### config.mk
export PLATFORM = sky130hd
export DESIGN_NAME = f_pc_seq
export DESIGN_NICKNAME = d
export VERILOG_FILES = /design/src/rtl/f_pc_seq.sv
export SDC_FILE = /design/constraint.sdc
export NUM_CORES = 1
export LEC_CHECK = 0
export BUFFER_PORTS_ARGS = -buffer_cell sky130_fd_sc_hd__buf_2
export CAP_MARGIN = 20
export CORE_UTILIZATION = 35
export DETAILED_ROUTE_END_ITERATION = 10
export GPL_ROUTABILITY_DRIVEN = 0
export GPL_TIMING_DRIVEN = 0
export HOLD_SLACK_MARGIN = 0.05
export PLACE_DENSITY = 0.61
export SYNTH_ARGS = -nofsm -noshare
export SYNTH_HDL_FRONTEND = slang
export SYNTH_SLANG_ARGS = --single-unit
### constraint.sdc
create_clock -name clk -period 3.5 [get_ports clk]
set_input_delay 0.525 -clock clk [delete_from_list [all_inputs] [get_ports clk]]
set_output_delay 0.525 -clock clk [all_outputs]
set_load 0.02 [all_outputs]
### src/rtl/f_pc_seq.sv
// ============================================================================
// Module      : f_pc_seq
// Description : Fetch-stage program counter sequencer with exception,
//               eret, jump/branch redirect, stall hold and address checking.
// Revision    : 1.0
// ============================================================================
`default_nettype none

module f_pc_seq (
    input  logic        clk,
    input  logic        reset,
    input  logic        stall,
    input  logic        Req,
    input  logic        D_eret,
    input  logic [31:0] EPC,
    input  logic        D_Jump_addr,
    input  logic        D_Jump_reg,
    input  logic        D_Branch,
    input  logic        B_jump,
    input  logic [25:0] Instr_Index,
    input  logic [31:0] SignImm,
    input  logic [31:0] RD1,
    input  logic [31:0] D_PC,
    output logic [31:0] F_PC,
    output logic        F_BD,
    output logic        F_ExcAdEL,
    output logic        F_kill,
    output logic [1:0]  F_state
);

    localparam logic [31:0] c_RESET_PC = 32'h0000_3000;
    localparam logic [31:0] c_EXC_PC   = 32'h0000_4180;
    localparam logic [31:0] c_PC_LO    = 32'h0000_3000;
    localparam logic [31:0] c_PC_HI    = 32'h0000_6FFC;

    localparam logic [1:0] c_ST_RUN  = 2'b00;
    localparam logic [1:0] c_ST_HOLD = 2'b01;
    localparam logic [1:0] c_ST_EXC  = 2'b10;

    logic [31:0] r_pc;
    logic [1:0]  r_state;
    logic [31:0] w_pc_next;
    logic [1:0]  w_state_next;
    logic [31:0] w_dpc4;
    logic [31:0] w_br_off;

    assign w_dpc4   = D_PC + 32'd4;
    assign w_br_off = {SignImm[29:0], 2'b00};

    // Redirect priority: Req, stall, eret, j/jal, jr/jalr, taken branch, +4.
    always_comb begin
        w_pc_next = r_pc + 32'd4;
        if (Req) begin
            w_pc_next = c_EXC_PC;
        end else if (stall) begin
            w_pc_next = r_pc;
        end else if (D_eret) begin
            w_pc_next = EPC;
        end else if (D_Jump_addr) begin
            w_pc_next = {w_dpc4[31:28], Instr_Index, 2'b00};
        end else if (D_Jump_reg) begin
            w_pc_next = RD1;
        end else if (B_jump) begin
            w_pc_next = w_dpc4 + w_br_off;
        end
    end

    always_comb begin
        w_state_next = c_ST_RUN;
        if (Req) begin
            w_state_next = c_ST_EXC;
        end else if (stall) begin
            w_state_next = c_ST_HOLD;
        end
    end

    always_ff @(posedge clk) begin
        if (reset) begin
            r_pc    <= c_RESET_PC;
            r_state <= c_ST_RUN;
        end else begin
            r_pc    <= w_pc_next;
            r_state <= w_state_next;
        end
    end

    assign F_PC      = r_pc;
    assign F_state   = r_state;
    assign F_ExcAdEL = (r_pc[1:0] != 2'b00) || (r_pc < c_PC_LO) || (r_pc > c_PC_HI);
    // The handler entry fetched in EXC is never a delay slot.
    assign F_BD      = (D_Jump_addr | D_Jump_reg | D_Branch) & ~D_eret & ~Req
                       & (r_state != c_ST_EXC);
    assign F_kill    = D_eret & ~Req & ~stall;

endmodule

`default_nettype wire

### Yosys cells after proc, flatten, opt, wreduce, memory -nomap -nowiden

Index checks and enable logic that the tools add are counted.

| word-level totals | value |
|---|---|
| logic and storage cells | 33 |
| input bits | 163 |
| register bits after elaboration | 34 |
| output and inout bits | 37 |

| cells by class | value |
|---|---|
| muxes and demuxes | 8 |
| reduce and logical (&&, ||, !) cells | 4 |
| bitwise gates (word level) | 10 |
| equal/unequal tests | 2 |
| magnitude comparators | 2 |
| add/subtract/negate cells | 3 |

Operators by type and width:

| kind | number |
|---|---|
| 32-bit two-way mux | 4 |
| 32-bit by 3-bit adder with 32-bit output (second input constant) | 2 |
| 32-bit adder | 1 |
| 32-bit by 15-bit > comparator with 1-bit output (second input constant) | 1 |
| 32-bit by 14-bit less-than comparator with 1-bit output (second input constant) | 1 |
| 15-bit two-way mux | 2 |
| 1-bit AND | 5 |
| 1-bit inverter | 3 |
| 1-bit logical OR | 2 |
| 2-bit two-way mux | 1 |
| 2-bit by 1-bit != test with 1-bit output (second input constant) | 1 |
| 2-bit != test (second input constant) | 1 |
| 1-bit bitwise OR | 2 |
| 2-bit nonzero test | 1 |
| 2-bit OR reduction | 1 |
| 1-bit two-way mux | 1 |

### Logic depth before layout (Yosys ltp)

Gate-level depths: netlist of the first run.

| depth | value |
|---|---|
| depth after elaboration | 8 |
| depth in mapped cells | 16 |
| mapped depth without buffers | 15 |

### Worst setup path before layout of the first run

Ideal clock, no wire load.

| path | value |
|---|---|
| path type | input port to flip-flop |
| start | input port D_PC[2] |
| end | register r_pc[27] (netlist: F_PC[27]) |
| stages on the path | 15 |
| arrival | 3.217 ns |
| setup slack | 0.155 ns |
| required time | 3.372 ns |
| path through | ha_1 and4_1 nand3_1 nor2_2 nand3_1 xnor2_1 ha_1 clkbuf_1 and3_1 and3_1 a21oi_2 o21ai_1 xnor2_1 a2111oi_0 nor2_1 |

| on the way | value |
|---|---|
| word-level cells in the longest chain between the ends | 6 |

Ends and longest elaborated chain:

| item | RTL line | source |
|---|---|---|
| start: declaration | 23 | `input logic [31:0] D_PC,` |
| 32-bit by 3-bit adder with 32-bit output | 47 | `assign w_dpc4 = D_PC + 32'd4;` |
| 32-bit adder | 64 | `w_pc_next = w_dpc4 + w_br_off;` |
| 32-bit two-way mux | 63 | `end else if (B_jump) begin` |
| 32-bit two-way mux | 61 | `end else if (D_Jump_reg) begin` |
| 32-bit two-way mux | 59 | `end else if (D_Jump_addr) begin` |
| 32-bit two-way mux | 57 | `end else if (D_eret) begin` |
| end signal: assignment | 79 | `r_pc <= c_RESET_PC;` |
| end signal: assignment | 82 | `r_pc <= w_pc_next;` |
| end: declaration | 40 | `logic [31:0] r_pc;` |

Every way passes these cells.
A chain may end at the register's enable or synchronous reset.

### Worst setup path in the final report of the first run

| path | value |
|---|---|
| start | input port D_PC[7] |
| end | register r_pc[23] (netlist: F_PC[23]) |

The elaborated chain is that of the path after synthesis.

==> results of run 1 <==
==> final cells by class <==
class / count / area (um^2)
Fill cell: 1494 / 7310
Multi-Input combinational cell: 621 / 4390
Timing Repair Buffer: 203 / 1040
Sequential cell: 34 / 681
Tap cell: 180 / 225
Clock buffer: 6 / 139
Buffer: 31 / 126
Inverter: 19 / 71.3
Clock inverter: 2 / 60.1
Antenna cell: 1 / 2.50
==> how the worst max path moves through the flow <==
stage,depth (start not counted),start,endpoint
final,17,D_PC[7],F_PC[23]
after global routing,16,D_PC[2],F_PC[29]
after CTS,15,D_PC[12],F_PC[29]
after detailed placement,15,D_PC[7],F_PC[29]
after global placement,15,D_PC[7],F_PC[29]
after floorplan,15,D_PC[2],F_PC[27]
==> synthesized netlist by cell type (3+ instances only) <==
library cell	number
and2_1	7
nor2_1	66
a2111oi_0	4
nor2b_1	6
a311oi_1	4
nand3_1	36
a31o_1	3
and3_1	18
o221ai_1	3
clkbuf_1	26
o21ai_0	42
o22ai_1	9
ha_1	33
a22oi_1	8
inv_1	18
o211ai_1	8
a31oi_1	10
and4_1	19
a211o_1	3
nand4_1	14
a221o_1	7
a221oi_1	8
o31ai_1	3
xor2_1	28
o21ai_1	8
nand2b_1	4
o21bai_1	6
o21a_1	5
mux2i_1	16
a21oi_1	44
a21o_1	13
a211oi_1	13
dfxtp_1	34
buf_2	3
nor3_1	9
nand2_1	70
buf_1	3
xnor2_1	48
nor4_1	7
==> kinds of logic after synthesis <==
| kind of cell | count (synthesis) | synth area share |
|---|---|---|
| xor gates and xnor gates | 77 | 0.133 |
| DFF | 34 | 0.133 |
| muxes | 16 | 0.0313 |
| buffers and inverters | 52 | 0.0396 |
| AOI/OAI and AO/OA | 228 | 0.314 |
| adders and majority gates | 34 | 0.0847 |
| and+or+nand+nor | 266 | 0.264 |
==> sequential cells by signal, indices dropped and copies added (netlist names) <==
signal and cells:
F_PC 32, F_state 2
==> per-stage QoR <==
step / instances / cell area [um^2]
4_1_cts: 1090 / 6550
6_report: 1097 / 6730
3_5_place_dp: 1080 / 6300
2_1_floorplan: 707 / 5110
5_1_grt: 1097 / 6730
3_3_place_gp: 1080 / 6300
==> worst min-delay path, cell delays in order <==
cell and delay (ns):
buf_2 0.10, a31oi_1 0.08, o21ai_1 0.06
==> metal layers <==
layer,share of wire,vias up
li1,-,3091
met4,0.038,2
met1,0.43,2900
met2,0.45,334
met3,0.083,62
met5,0.00061,-
==> where the power goes <==
| part | switching, mW | internal (mW) | leakage [nW] |
|---|---|---|---|
| clock network | 0.181 | 0.428 | 0.0971 |
| logic | 0.492 | 0.349 | 2.60 |
| registers | 0.0341 | 0.407 | 0.279 |
| total | 0.708 | 1.18 | 2.98 |
==> repair_timing <==
action,4_1_cts,5_1_grt
endpoints found under the hold margin,0,0
pin swaps,4,19
setup endpoints to repair,6,12
hold buffers,0,0
buffers inserted,4,6
gates resized for setup,7,27
==> metrics, run 1 <==
dpl hpwl 16.9 mm; sum of negative setup slack 0 ns; Slowest-stage cell, CP o211ai_1; Detailed Route WL 21.4 mm; CTS Buf Count 5; DIE AREA 0.0151 mm^2; RSZ-0062 raised after global routing yes; Die X around 120 um; Via density 5.82; CP Cell Sequence buf_2 -> and4_4 -> nand4_1 -> inv_1 -> and3_1 -> xor2_1 -> ha_1 -> buf_2 -> and4_1 -> and3_1 -> and3_1 -> a21oi_2 -> buf_4 -> nand2_1 -> o211ai_1 -> a21o_1 -> a31oi_1; CP top delay family simple AND/OR/NAND/NOR gates; CTS max path bufs 2; routing usage on met1 0.355; Final Power 1.89 mW; Setup violations, final 0; R2R Setup Slk 0.88 ns; syn_area_per_cell 7.23 um^2; ys async rst share 0; Final Hold Vio Count 0; initial antenna violation count 2; Worst Path Arrival approximately 3.5 ns; Leak between 2 and 3 nW; Max Fclk 295 MHz; Sink Count 34; register area share after synthesis 0.133; EDFF count, synth 0; Crit. End Element register; Synth warnings 0; WP buf/inv 4; met3 Resource Use GR 0.0437; core area around 0.014 mm^2; IO buf count 193; Die H about 120 um; clock latency on the worst-skew pair around 0.28 ns; ratio of cells with drive above 1 in the final layout 0.282; commonest cells after routing, fill and taps aside 195 x buf_2, 70 x nand2_1, 66 x nor2_1, 48 x xnor2_1, 43 x a21oi_1; global-route wire length before repair 31.5 mm; commonest non-fill, non-tap cell in the layout buf_2; per-cell routed wire length roughly 19 um; WS Path Type in -> reg; R2R Path End F_PC[30]; H-Tree Depth 2; crit-path max cell delay between 0.3 and 0.4 ns; max-slew violation count 0; R2R cell count 8; Yosys top cell by area dfxtp_1; met2 Use GR 0.454; hold depth 3; DR iter-0 viols 548; cell mode on critical path and3_1; Slew @ Worst Pin 0.725 ns; Rows 43; Worst slew margin 0.517; worst flop-to-flop path startpoint F_PC[2]; num ports 200; total gr overflow 0; vias 6,389; Layout Utilization 0.479; CTS tree done; status complete, no violations; residual DRC count 0; post-synth net total 904; vias in the first global route 5,841; Place WS -0.512 ns; CTS Root Cell clkbuf_16; MaxCap Viol Count 0; Final min period 3.39 ns; top cell type's share of synthesized area 0.133; Hold Path Class in -> reg; Mapped Cells 707; CTS clk-pin slew, worst paths roughly 0.05 ns; Worst Path Required 3.65 ns; hold_ws 0.511 ns; Hold Startpoint Instr_Index[19]; most frequently used flop master after synthesis dfxtp_1; Final #Nets approximately 1,100; worst vdd ir 258 uV; Worst Hold Path EP F_PC[21]; starting density of the core 0.364; Synth area leaders dfxtp_1 13%, xnor2_1 8.2%, ha_1 8.1%, nand2_1 5.1%, nor2_1 4.8%; PnR worst setup slack 0.107 ns; largest net degree at the start of global routing 12; Netlist Area Pre-Place 0.00511 mm^2; DRT Pass-1 Iters 5; Startpoint Class primary input; total track usage 0.277; crit share post-route 0.969; Max Clock Skew 0.00517 ns; CP max FO 7; Seq cells post-synth 34; grt peak-use layer met2; DRT antenna net count 0; Cell Pwr Density 281 mW/mm^2; post-synthesis cell type count 74; P&R area growth vs syn 31.7%
Note: power is estimated with default switching activity, not from simulation.
==> run 2: changes to the inputs <==
--- a/config.mk
+++ b/config.mk
@@ -8,11 +8,13 @@
 export BUFFER_PORTS_ARGS = -buffer_cell sky130_fd_sc_hd__buf_2
 export CAP_MARGIN = 20
 export CORE_UTILIZATION = 35
+export CTS_CLUSTER_DIAMETER = 120
 export DETAILED_ROUTE_END_ITERATION = 10
 export GPL_ROUTABILITY_DRIVEN = 0
 export GPL_TIMING_DRIVEN = 0
 export HOLD_SLACK_MARGIN = 0.05
 export PLACE_DENSITY = 0.61
+export RECOVER_POWER = 100
 export SYNTH_ARGS = -nofsm -noshare
 export SYNTH_HDL_FRONTEND = slang
 export SYNTH_SLANG_ARGS = --single-unit
==> metrics, run 2 (synthesized netlist as in run 1, its figures left out) <==
Hold Startpoint Instr_Index[19]; Final #Nets 1,112; Worst slew margin 0.512; worst vdd ir about 260 uV; core area about 0.014 mm^2; Die H roughly 120 um; crit share post-route 0.965; Slowest-stage cell, CP o211ai_1; WS Path Type in -> reg; commonest non-fill, non-tap cell in the layout buf_2; placed insts 1,080; hold depth 3; H-Tree Depth 2; hold_ws roughly 0.50 ns; Startpoint Class primary input; Leak 2.83 nW; per-cell routed wire length 19.5 um; CTS Root Cell clkbuf_16; Via density 5.86; ratio of cells with drive above 1 in the final layout 0.239; crit-path max cell delay around 0.36 ns; Worst Hold Path EP F_PC[21]; initial antenna violation count 2; met2 Use GR 0.454; max-slew violation count 0; Hold Path Class in -> reg; Rows 43; Setup violations, final 0; commonest cells after routing, fill and taps aside 157 x buf_2, 70 x nand2_1, 66 x nor2_1, 64 x clkbuf_1, 48 x xnor2_1; cell mode on critical path and3_1; DR iter-0 viols between 500 and 600; Slew @ Worst Pin between 0.7 and 0.8 ns; Cell Pwr Density 282 mW/mm^2; worst flop-to-flop path startpoint F_PC[2]; P&R area growth vs syn 30.7%; starting density of the core 0.364; PnR worst setup slack 0.124 ns; CTS Buf Count 5; num ports 200; IO buf count 193; WP buf/inv 4; largest net degree at the start of global routing 12; grt peak-use layer met2; clock latency on the worst-skew pair ~0.28 ns; R2R Path End F_PC[30]; CP max FO 7; CTS max path bufs 2; Max Clock Skew 0.00376 ns; MaxCap Viol Count 0; Place WS -0.512 ns; Crit. End Element register; final std cells w/o fill 1,097; Max Fclk 296 MHz; Final Power between 1.5 and 2 mW; met3 Resource Use GR 0.0437; Worst Path Arrival around 3.5 ns; total track usage 0.277; CP Cell Sequence buf_2 -> and4_4 -> nand4_1 -> inv_1 -> and3_1 -> xor2_1 -> ha_1 -> buf_2 -> and4_1 -> and3_1 -> and3_1 -> a21oi_2 -> buf_4 -> nand2_1 -> o211ai_1 -> a21o_1 -> a31oi_1; CTS clk-pin slew, worst paths 0.06 ns; vias in the first global route 5,841; DRT antenna net count 0; residual DRC count 0; Detailed Route WL 21.4 mm; Die X 123 um; status complete, no violations; DIE AREA 0.0151 mm^2; dpl hpwl 16.9 mm; vias 6,429; Largest register FFs 32; Worst Path Required ~3.7 ns; CTS tree done; R2R Setup Slk 0.87 ns; total gr overflow 0; RSZ-0062 raised after global routing yes; routing usage on met1 0.355; Sink Count 34; DRT Pass-1 Iters 5; Final min period around 3.4 ns; global-route wire length before repair 31.5 mm; CTS Hold Bufs 0; R2R cell count 8; Final Hold Vio Count 0; CP top delay family simple AND/OR/NAND/NOR gates; sum of negative setup slack 0 ns
run 2: cell count changes in the layout (fill, tap and decap cells not counted), sizes merged:
| cell | change |
|---|---|
| buf | -40 |
| clkbuf | +40 |
run 2: layout make-up:
type / instances / area [um^2]
flip-flops and latches: 34 / 681
inverters: 19 / 71.3
diodes: 1 / 2.50
well taps: 180 / 225
plain buffers: 31 / 126
clock inverters: 2 / 60.1
repair buffers: 203 / 993
fillers: 1520 / 7360
clock buffers: 6 / 139
multi-input cells: 621 / 4380
run 2: power by group:
group,internal (mW),total [mW],switching [mW]
combinational,0.342,0.833,0.491
clock,0.428,0.611,0.183
sequential,0.407,0.442,0.0348
total,1.18,1.89,0.709
run 2: per-layer routing:
layer | vias to the layer above | routed length [um]
li1 | 3094 | -
met1 | 2945 | 9100
met2 | 335 | 9700
met3 | 53 | 1860
met4 | 2 | 755
met5 | - | 13
run 2: repair_timing:
item / 4_1_cts / 5_1_grt
endpoints found under the setup margin: 6 / 12
cloned: 0 / 0
pin swaps: 4 / 19
gates resized for setup: 7 / 27
setup buffers: 4 / 6
run 2: worst max path at each step:
stage             start       end  slack (ns)  depth (start not counted)
4_1_cts        D_PC[12]  F_PC[29]       0.005                         15
3_3_place_gp    D_PC[7]  F_PC[29]       -0.52                         15
5_1_grt         D_PC[2]  F_PC[29]       -0.08                         16
2_1_floorplan   D_PC[2]  F_PC[27]        0.15                         15
6_report        D_PC[7]  F_PC[23]        0.12                         17
3_5_place_dp    D_PC[7]  F_PC[29]       -0.51                         15
run 2: per-stage QoR:
step                instance area (um^2)  utilization
finish                              6680        0.476
global route                        6680        0.476
CTS                                 6550        0.466
detailed placement                  6300        0.449
global placement                    6300        0.449
floorplan                           5110            -
run 2: worst reg2reg max path: cells and delay by family, from the launching register on:
| kind | cells | cell delay [ns] |
|---|---|---|
| and+or+nand+nor | 3 | 1.07 |
| DFF | 1 | 0.49 |
| xor gates and xnor gates | 1 | 0.19 |
| AOI/OAI and AO/OA | 3 | 0.48 |
| adders and majority gates | 1 | 0.29 |
==> run 3: changes to the inputs <==
--- a/config.mk
+++ b/config.mk
@@ -13,6 +13,7 @@
 export GPL_ROUTABILITY_DRIVEN = 0
 export GPL_TIMING_DRIVEN = 0
 export HOLD_SLACK_MARGIN = 0.05
+export MAX_ROUTING_LAYER = met4
 export PLACE_DENSITY = 0.61
 export RECOVER_POWER = 100
 export SYNTH_ARGS = -nofsm -noshare
==> metrics, run 3 (synthesized netlist as in run 1, its figures left out) <==
Layout Utilization 0.472; Sink Count 34; Via density 5.86; CP Cell Sequence buf_2 -> ha_4 -> and4_4 -> nand3_2 -> nor2_4 -> xor2_1 -> ha_4 -> and4_1 -> and3_1 -> and3_1 -> a21oi_2 -> buf_4 -> nand2_1 -> o211ai_1 -> a21o_1 -> a31oi_1; Setup violations, final 0; Worst slew margin 0.508; Max Clock Skew ~0.0070 ns; dpl hpwl 16.9 mm; Hold Path Class in -> reg; starting density of the core 0.364; Worst Path Required 3.65 ns; Hold Startpoint Instr_Index[19]; num ports 200; CTS tree done; largest net degree at the start of global routing 12; Switching Share 0.376; status complete, no violations; max-slew violation count 0; crit share post-route 0.968; Die X 123 um; Detailed Route WL 21.4 mm; Place WS -0.512 ns; Clk pwr share 0.326; CTS Root Cell clkbuf_16; Largest register FFs 32; Startpoint Class primary input; residual DRC count 0; cell internal pwr between 1 and 1.5 mW; DR iter-0 viols 488; Crit. End Element register; fin area around 0.0066 mm^2; Leak approximately 2.8 nW; placed insts between 1,000 and 1,500; commonest cells after routing, fill and taps aside 157 x buf_2, 70 x nand2_1, 65 x nor2_1, 64 x clkbuf_1, 48 x xnor2_1; worst flop-to-flop path startpoint F_PC[2]; CTS Hold Bufs 0; area of the multi-input gates 0.00434 mm^2; WS Path Type in -> reg; Cell Pwr Density 283 mW/mm^2; core area 0.0140 mm^2; CP max FO 6; Slowest-stage cell, CP o211ai_1; hold depth 3; IO buf count 193; P&R area growth vs syn 29.8%; worst vdd ir 258 uV; RSZ-0062 raised after global routing yes; CTS Buf Count 5; Final min period approximately 3.4 ns; Max Fclk 295 MHz; vias ~6,400; Final Power 1.88 mW; Slew @ Worst Pin around 0.74 ns; final std cells w/o fill roughly 1,100; Final Hold Vio Count 0; Worst Hold Path EP F_PC[21]; CTS max path bufs 2; per-cell routed wire length 19.5 um; MaxCap Viol Count 0; CTS clk-pin slew, worst paths about 0.060 ns; H-Tree Depth 2; initial antenna violation count 2; combinational fraction of design power 0.439; R2R Path End F_PC[30]; PnR worst setup slack 0.111 ns; net switching power a little over 0.7 mW; commonest non-fill, non-tap cell in the layout buf_2; DRT Pass-1 Iters 5; crit-path max cell delay 0.36 ns; placed cell areas 0.00630 mm^2; Flop pwr share 0.235; Final #Nets about 1,100; vias in the first global route slightly below 6,000; Worst Path Arrival between 3 and 4 ns; Die H 123 um; total track usage 0.285; Reg area 681 um^2; Fill cells between 1,500 and 2,000; DRT antenna net count 0; R2R cell count 8; clock latency on the worst-skew pair 0.29 ns; global-route wire length before repair 31.5 mm; total gr overflow 0; ratio of cells with drive above 1 in the final layout 0.237; R2R Setup Slk 0.90 ns; Rows 43; DIE AREA ~0.015 mm^2
[run 3: per-layer routing]
| metal | track usage | part of all wire |
|---|---|---|
| met1 | 0.357 | 0.42 |
| met2 | 0.454 | 0.45 |
| met3 | 0.0409 | 0.089 |
| met4 | 0.125 | 0.035 |
| met5 | - | 0 |
[run 3: per-stage QoR]
stage / TNS (ns) / hold slack (ns)
6_report: 0 / 0.505
5_1_grt: -0.204 / 0.520
4_1_cts: 0 / 0.501
3_3_place_gp: -4.69 / 0.527
3_5_place_dp: -4.47 / 0.540
2_1_floorplan: 0 / 0.575
[run 3: worst max path at each step]
stage | start | end | slack, ns | cells past startpoint
2_1_floorplan | D_PC[2] | F_PC[27] | 0.15 | 15
3_3_place_gp | D_PC[7] | F_PC[29] | -0.52 | 15
3_5_place_dp | D_PC[7] | F_PC[29] | -0.51 | 15
4_1_cts | D_PC[12] | F_PC[29] | 0.005 | 15
5_1_grt | D_PC[7] | F_PC[25] | -0.06 | 17
6_report | D_PC[2] | F_PC[23] | 0.11 | 16
[run 3: area by class of cell]
| cell class | instances | share of cell area |
|---|---|---|
| Sequential cell | 34 | 0.103 |
| Timing Repair Buffer | 202 | 0.149 |
| Antenna cell | 2 | 0.000754 |
| Tap cell | 180 | 0.0339 |
| Clock inverter | 2 | 0.00905 |
| Buffer | 31 | 0.0190 |
| Multi-Input combinational cell | 621 | 0.654 |
| Clock buffer | 6 | 0.0209 |
| Inverter | 19 | 0.0108 |
[run 3: repair_timing]
item                       in CTS  in global routing
setup endpoints to repair       6                 12
resized for setup               7                 23
pin swaps                       4                 15
buffers inserted                4                  5
cloned                          0                  0
[run 3: power by group through the flow]
stage                     clock [mW]  sequential [mW]  combinational, mW
after global routing           0.629            0.445              0.893
after detailed placement           0            0.448              0.778
after global placement             0            0.448              0.776
after floorplan                    0            0.465              0.473
after CTS                      0.609            0.440              0.788
final                          0.612            0.442              0.824
[run 3: worst max-delay path: cells and delay by family]
| kind | cells | cell delay [ns] |
|---|---|---|
| and+or+nand+nor | 7 | 1.28 |
| xor gates and xnor gates | 1 | 0.24 |
| buffers and inverters | 2 | 0.29 |
| AOI/OAI and AO/OA | 4 | 0.79 |
| adders and majority gates | 2 | 0.41 |
